File: src/rtl/wb_arbiter2_if.sv
// Wishbone bus bundle shared by both masters and the RAM port of wb_arbiter2.
// Signals: addr/wdata/sel/we/cyc/stb flow initiator->target; rdata/ack/err flow back.
// Modports: master = initiator view, slave = target view (the arbiter's m0/m1 side).
interface wb_arbiter2_if;
  logic [31:0] addr;
  logic [31:0] wdata;
  logic [31:0] rdata;
  logic [3:0]  sel;
  logic        we;
  logic        cyc;
  logic        stb;
  logic        ack;
  logic        err;

  // The RAM never raises an error, so the initiator view toward it omits err;
  // err exists only on the arbiter-to-master side, where it carries watchdog aborts.
  modport master (output addr, wdata, sel, we, cyc, stb,
                  input  rdata, ack);
  modport slave  (input  addr, wdata, sel, we, cyc, stb,
                  output rdata, ack, err);
endinterface

File: src/rtl/wb_arbiter2.sv
// Two-master to one-slave Wishbone arbiter (instruction bus m0, data bus m1) with watchdog abort.
// Latency: grant takes 1 cycle from IDLE; slave path and ack routing are combinational once owned.
// Backpressure: owner is held until it drops cyc; a non-owner simply waits with no ack.
// Ports: clk, rst_n (async active-low); m0/m1 (slave modport, masters' buses);
//        s (master modport, RAM side); owner (2'b00 none, 2'b01 m0, 2'b10 m1, registered).
module wb_arbiter2 #(
  parameter int unsigned FIXED_PRIO = 0,    // 1: m1 wins every tie
  parameter int unsigned TIMEOUT    = 255,  // waiting slave cycles before abort
  parameter int unsigned TO_W       = 16    // watchdog width, must hold TIMEOUT
) (
  input  logic              clk,
  input  logic              rst_n,
  wb_arbiter2_if.slave      m0,
  wb_arbiter2_if.slave      m1,
  wb_arbiter2_if.master     s,
  output logic [1:0]        owner
);

  typedef enum logic [1:0] {
    IDLE  = 2'd0,
    OWN0  = 2'd1,
    OWN1  = 2'd2,
    ABORT = 2'd3
  } state_e;

  localparam logic [TO_W-1:0] TIMEOUT_C = TO_W'(TIMEOUT);

  state_e          state_q;
  logic [1:0]      owner_q;
  logic            last_q;     // 0: m0 was granted last, 1: m1
  logic            err_q;
  logic [TO_W-1:0] wd_q;

  logic            own0;
  logic            own1;
  logic            own_cyc;
  logic            own_stb;
  logic            abort_cyc;
  logic            m0_wins;
  logic [TO_W-1:0] wd_inc;

  assign own0      = (state_q == OWN0);
  assign own1      = (state_q == OWN1);
  assign own_cyc   = (own0 & m0.cyc) | (own1 & m1.cyc);
  assign own_stb   = (own0 & m0.stb) | (own1 & m1.stb);
  // In ABORT the slave port is forced idle, so watch the owner's cyc directly.
  assign abort_cyc = owner_q[0] ? m0.cyc : m1.cyc;
  assign wd_inc    = wd_q + TO_W'(1);
  // Round-robin favours whoever was not granted last; fixed priority hands ties to m1.
  assign m0_wins   = m0.cyc && (!m1.cyc || (FIXED_PRIO == 0 && last_q));

  // Slave side: only the owner's request reaches the RAM.
  always_comb begin
    s.addr  = '0;
    s.wdata = '0;
    s.sel   = '0;
    s.we    = 1'b0;
    if (own0) begin
      s.addr  = m0.addr;
      s.wdata = m0.wdata;
      s.sel   = m0.sel;
      s.we    = m0.we;
    end else if (own1) begin
      s.addr  = m1.addr;
      s.wdata = m1.wdata;
      s.sel   = m1.sel;
      s.we    = m1.we;
    end
  end

  assign s.cyc = own_cyc;
  assign s.stb = own_stb;

  // Acks only pass in an OWN state, so a late ack during ABORT is swallowed.
  assign m0.ack   = own0 & s.ack;
  assign m1.ack   = own1 & s.ack;
  assign m0.err   = err_q & (owner_q == 2'b01);
  assign m1.err   = err_q & (owner_q == 2'b10);
  assign m0.rdata = s.rdata;
  assign m1.rdata = s.rdata;
  assign owner    = owner_q;

  always_ff @(posedge clk or negedge rst_n) begin
    if (!rst_n) begin
      state_q <= IDLE;
      owner_q <= 2'b00;
      last_q  <= 1'b1;
      err_q   <= 1'b0;
      wd_q    <= '0;
    end else begin
      err_q <= 1'b0;
      case (state_q)
        IDLE: begin
          wd_q <= '0;
          if (m0_wins) begin
            state_q <= OWN0;
            owner_q <= 2'b01;
            last_q  <= 1'b0;
          end else if (m1.cyc) begin
            state_q <= OWN1;
            owner_q <= 2'b10;
            last_q  <= 1'b1;
          end
        end
        OWN0, OWN1: begin
          if (!own_cyc) begin
            state_q <= IDLE;
            owner_q <= 2'b00;
            wd_q    <= '0;
          end else if (s.ack) begin
            // Ack beats a coinciding timeout.
            wd_q <= '0;
          end else if (own_stb) begin
            wd_q <= wd_inc;
            // Err is registered, so it shows in the first ABORT cycle with the slave already idle.
            if (wd_inc == TIMEOUT_C) begin
              state_q <= ABORT;
              err_q   <= 1'b1;
            end
          end
        end
        ABORT: begin
          // Watchdog stays parked at TIMEOUT until the owner lets go.
          if (!abort_cyc) begin
            state_q <= IDLE;
            owner_q <= 2'b00;
            wd_q    <= '0;
          end
        end
        default: begin
          state_q <= IDLE;
          owner_q <= 2'b00;
        end
      endcase
    end
  end

endmodule
File: src/flat_wrapper.sv
// flat-port wrapper written by rule: the top's interface ports become plain ports
module wb_arbiter2_flat 
#(
  parameter int unsigned FIXED_PRIO = 0,                           
  parameter int unsigned TIMEOUT    = 255,                                      
  parameter int unsigned TO_W       = 16                                        
)
  (clk, rst_n, owner, m0_addr, m0_wdata, m0_sel, m0_we, m0_cyc, m0_stb, m0_rdata, m0_ack, m0_err, m1_addr, m1_wdata, m1_sel, m1_we, m1_cyc, m1_stb, m1_rdata, m1_ack, m1_err, s_addr, s_wdata, s_sel, s_we, s_cyc, s_stb, s_rdata, s_ack);
  wb_arbiter2_if m0_i ();
  wb_arbiter2_if m1_i ();
  wb_arbiter2_if s_i ();
  input  logic clk;
  input  logic rst_n;
  output logic [1:0] owner;
  input wire logic [$bits(m0_i.addr)-1:0] m0_addr;
  input wire logic [$bits(m0_i.wdata)-1:0] m0_wdata;
  input wire logic [$bits(m0_i.sel)-1:0] m0_sel;
  input wire logic [$bits(m0_i.we)-1:0] m0_we;
  input wire logic [$bits(m0_i.cyc)-1:0] m0_cyc;
  input wire logic [$bits(m0_i.stb)-1:0] m0_stb;
  output wire logic [$bits(m0_i.rdata)-1:0] m0_rdata;
  output wire logic [$bits(m0_i.ack)-1:0] m0_ack;
  output wire logic [$bits(m0_i.err)-1:0] m0_err;
  input wire logic [$bits(m1_i.addr)-1:0] m1_addr;
  input wire logic [$bits(m1_i.wdata)-1:0] m1_wdata;
  input wire logic [$bits(m1_i.sel)-1:0] m1_sel;
  input wire logic [$bits(m1_i.we)-1:0] m1_we;
  input wire logic [$bits(m1_i.cyc)-1:0] m1_cyc;
  input wire logic [$bits(m1_i.stb)-1:0] m1_stb;
  output wire logic [$bits(m1_i.rdata)-1:0] m1_rdata;
  output wire logic [$bits(m1_i.ack)-1:0] m1_ack;
  output wire logic [$bits(m1_i.err)-1:0] m1_err;
  output wire logic [$bits(s_i.addr)-1:0] s_addr;
  output wire logic [$bits(s_i.wdata)-1:0] s_wdata;
  output wire logic [$bits(s_i.sel)-1:0] s_sel;
  output wire logic [$bits(s_i.we)-1:0] s_we;
  output wire logic [$bits(s_i.cyc)-1:0] s_cyc;
  output wire logic [$bits(s_i.stb)-1:0] s_stb;
  input wire logic [$bits(s_i.rdata)-1:0] s_rdata;
  input wire logic [$bits(s_i.ack)-1:0] s_ack;
  assign m0_i.addr = m0_addr;
  assign m0_i.wdata = m0_wdata;
  assign m0_i.sel = m0_sel;
  assign m0_i.we = m0_we;
  assign m0_i.cyc = m0_cyc;
  assign m0_i.stb = m0_stb;
  assign m0_rdata = m0_i.rdata;
  assign m0_ack = m0_i.ack;
  assign m0_err = m0_i.err;
  assign m1_i.addr = m1_addr;
  assign m1_i.wdata = m1_wdata;
  assign m1_i.sel = m1_sel;
  assign m1_i.we = m1_we;
  assign m1_i.cyc = m1_cyc;
  assign m1_i.stb = m1_stb;
  assign m1_rdata = m1_i.rdata;
  assign m1_ack = m1_i.ack;
  assign m1_err = m1_i.err;
  assign s_addr = s_i.addr;
  assign s_wdata = s_i.wdata;
  assign s_sel = s_i.sel;
  assign s_we = s_i.we;
  assign s_cyc = s_i.cyc;
  assign s_stb = s_i.stb;
  assign s_i.rdata = s_rdata;
  assign s_i.ack = s_ack;
  wb_arbiter2 #(.FIXED_PRIO(FIXED_PRIO), .TIMEOUT(TIMEOUT), .TO_W(TO_W)) u_core (.clk(clk), .rst_n(rst_n), .m0(m0_i), .m1(m1_i), .s(s_i), .owner(owner));
endmodule
File: config.mk
export PLATFORM = sky130hd
export DESIGN_NAME = wb_arbiter2_flat
export DESIGN_NICKNAME = d
export VERILOG_FILES = /design/src/rtl/wb_arbiter2_if.sv /design/src/rtl/wb_arbiter2.sv /design/src/flat_wrapper.sv
export SDC_FILE = /design/constraint.sdc
export NUM_CORES = 1
export LEC_CHECK = 0
export ABC_AREA = 1
export BUFFER_PORTS_ARGS = -buffer_cell sky130_fd_sc_hd__buf_2
export CORE_AREA = 2 2 125 127
export DETAILED_ROUTE_END_ITERATION = 8
export DIE_AREA = 0 0 127 129
export SETUP_SLACK_MARGIN = 0.05
export SYNTH_ARGS = -nofsm -noshare
export SYNTH_HDL_FRONTEND = slang
export SYNTH_SLANG_ARGS = --single-unit
File: constraint.sdc
create_clock -name clk -period 2 [get_ports clk]
set_clock_uncertainty 0.15 [all_clocks]
set_input_delay 0.4 -clock clk [delete_from_list [all_inputs] [get_ports clk]]
set_output_delay 0.4 -clock clk [all_outputs]
set_load 0.1 [all_outputs]
==> results.ini <==
[outcome]
status=finished with violations
violations=setup timing

[setup_path]
slowest_stage=dfrtp_1
slowest_delay_ps=410
rr_startpoint=u_core.state_q[0]
crit_type=flip-flop to primary output
critPathRequiredTime_ps=1450
crit_path_start_kind=flip-flop
arrival_ps=1670
worstRegToRegCells=11
crit_path_start=u_core.state_q[1]
cp.buffers_inverters=4
cp_max_fo=9
cp_cell_sequence=inv_2 -> ha_4 -> buf_8 -> clkbuf_16 -> nand2_1 -> nand2_4 -> buf_12
endpoint_kind=primary output
path_delay_family=buffers and inverters
cp.depth=7

[synth]
yosys.area.top_type=nand2_1
synth_common_cells=210 x nand2_1, 82 x nand3_1, 65 x buf_4, 30 x inv_1, 22 x nor2_1
synth_edf_count=0
yosysUniqueCellTypes=31
synth_cells=523
syn_area_um2=3013
synthTopCellsByArea=nand2_1 26%, dfrtp_1 17%, buf_4 16%
ys_warn_count=0
synth_top_flop_cell=dfrtp_1
yosysSeqAreaShare_pct=18.31
synth_most_common_cell=nand2_1
synthArstFlopShare_pct=100.0
synth_top_area_share_pct=26.16
ys_ff_latch=22
syn_avg_cell_area_um2=5.761
synth_nets=707

[cells_and_area]
nNetsFinal=893
fill_cells=1472
drive_gt1_share_pct=60.17
final_area_um2=6375
finalNonFillerCells=896
multi_input_area_um2=2526
diodes=0
register_area_um2=555.5
postLayoutCoreUtil_pct=42.56
syn_to_final_growth_pct=111.6

[route]
wl_um=15340
firstDrtPassIters=4
drc=0
wl_per_cell_um=17.12
ant_nets=0
dr_total_vias=4027
via_per_inst=4.494
drt-initial-drc-count=267

[worst_hold_path]
hp-start=m1_cyc
hold_class=input port to flip-flop
min_path_cells=5

[clocking]
cts_tree=built
clockBufferDepth=2
htree_levels=1
cts_root_buf=clkbuf_16
cts_made_buffers=3
clk_latency_ps=260
cts.sinks=22
clk_pin_slew_ps=60

[sta]
max_slew_margin_pct=65.86
period_needed_ps=2215
finalSetupViolCount=92
tightest_slew_ps=512.1
fin_crit_sh_pct=110.8
clock.fmax_ghz=0.4515
tns_ps=-14320
setup_ws_ps=-215.1
drv_slew=0
rsz0062_at_grt=true
hold_viol_final=0

[floorplanning]
floorplan.initialDensity_pct=20.12
coreArea_um2=14980
die_y_um=129
num_rows=45
io_pins=318
die_area_um2=16380
dieWidth_um=127

[pwr]
p_leak_nw=2.983
ir_drop_mv=1.121
p_per_area_nw_per_um2=1830

[flow_run]
cap_viol_max_count=0

[global_route]
antenna_found_initial=1
grt_pass1_vias=3893
grt_pass1_wl_um=21580
grt_overflow=0
grt_usage_pct=16.63
grt_max_degree=31

[placed_design]
place_congestion=0.8562
dp_hpwl_um=11200
placedInstanceArea_um2=5713
io_buffers=221
dp.cells=874

==> worst min-delay path: stages <==
cell and delay, ps:
buf_2 150, nand2_1 80, nand2_1 40, nand2_1 60
inv_1 40
==> flip-flops by register name (all words and copies together) (netlist names) <==
| name | count |
|---|---|
| u_core.wd_q | 16 |
| u_core.owner | 2 |
| u_core.state_q | 2 |
| u_core.err_q | 1 |
| u_core.last_q | 1 |
==> report_power, final <==
group / internal [mW] / total [mW] / switching (mW) / leakage [nW]
Clock: 0.273 / 0.451 / 0.178 / 0.0382
Sequential: 0.512 / 0.577 / 0.0656 / 0.295
Combinational: 3.73 / 10.6 / 6.91 / 2.65
Total: 4.51 / 11.7 / 7.16 / 2.98
==> final timing paths <==
path,slack [ps],end
min reg2reg,380,u_core.owner[1]
min,350,u_core.last_q
max,-220,s_wdata[30]
min in group asynchronous,490,u_core.wd_q[12]
max reg2reg,-190,u_core.wd_q[6]
max in group asynchronous,830,u_core.state_q[0]
==> kinds of logic after synthesis <==
group / Yosys count / share of synthesized area, %
adders and majority gates: 7 / 2.907
buffers and inverters: 125 / 24.04
and+or+nand+nor: 344 / 49.59
AOI/OAI and AO/OA: 25 / 5.150
DFF: 22 / 18.31
==> metal layers <==
layer	vias to the layer above	track usage, %	share of wire, %
li1	1961	-	-
met1	1853	20.47	39
met2	157	27.77	50
met3	54	4.615	8.5
met4	2	6.399	3.1
met5	-	0	0.072
==> stage by stage <==
stage	hold slack [ps]	total power [mW]	setup slack, ps
global route	364.4	12.04	-248.2
floorplan	-45.59	7.567	-504.2
detailed placement	255.3	10.39	2.202
CTS	349.7	11.37	-178.4
finish	352.1	11.67	-215.1
global placement	256.3	10.37	14.17
==> cells in the final DEF, fill, tap and decap left out, types with 15 or more instances in the layout <==
cell type  count
nand3_1       71
nand2_4       77
buf_2        148
inv_1         25
nand2_2       15
nand2_1      125
nor2_1        18
buf_4         24
buf_12        75
dfrtp_1       18
==> timing repair <==
| item | 4_1_cts | 5_1_grt |
|---|---|---|
| setup endpoints to repair | 92 | 94 |
| gates resized for setup | 53 | 29 |
| endpoints found under the hold margin | 21 | 0 |
| hold buffers | 1 | 0 |
| pin swaps | 10 | 9 |
| gates cloned | 4 | 5 |
| buffers inserted | 7 | 3 |
==> layout make-up <==
type                            instances  area share (%)
Sequential cell                        22           8.714
Inverter                               35           2.453
Timing Repair Buffer                  271           44.28
Multi-Input combinational cell        376           39.63
Clock buffer                            4           1.237
Tap cell                              188           3.690
Power figures use the tool's default switching activity.
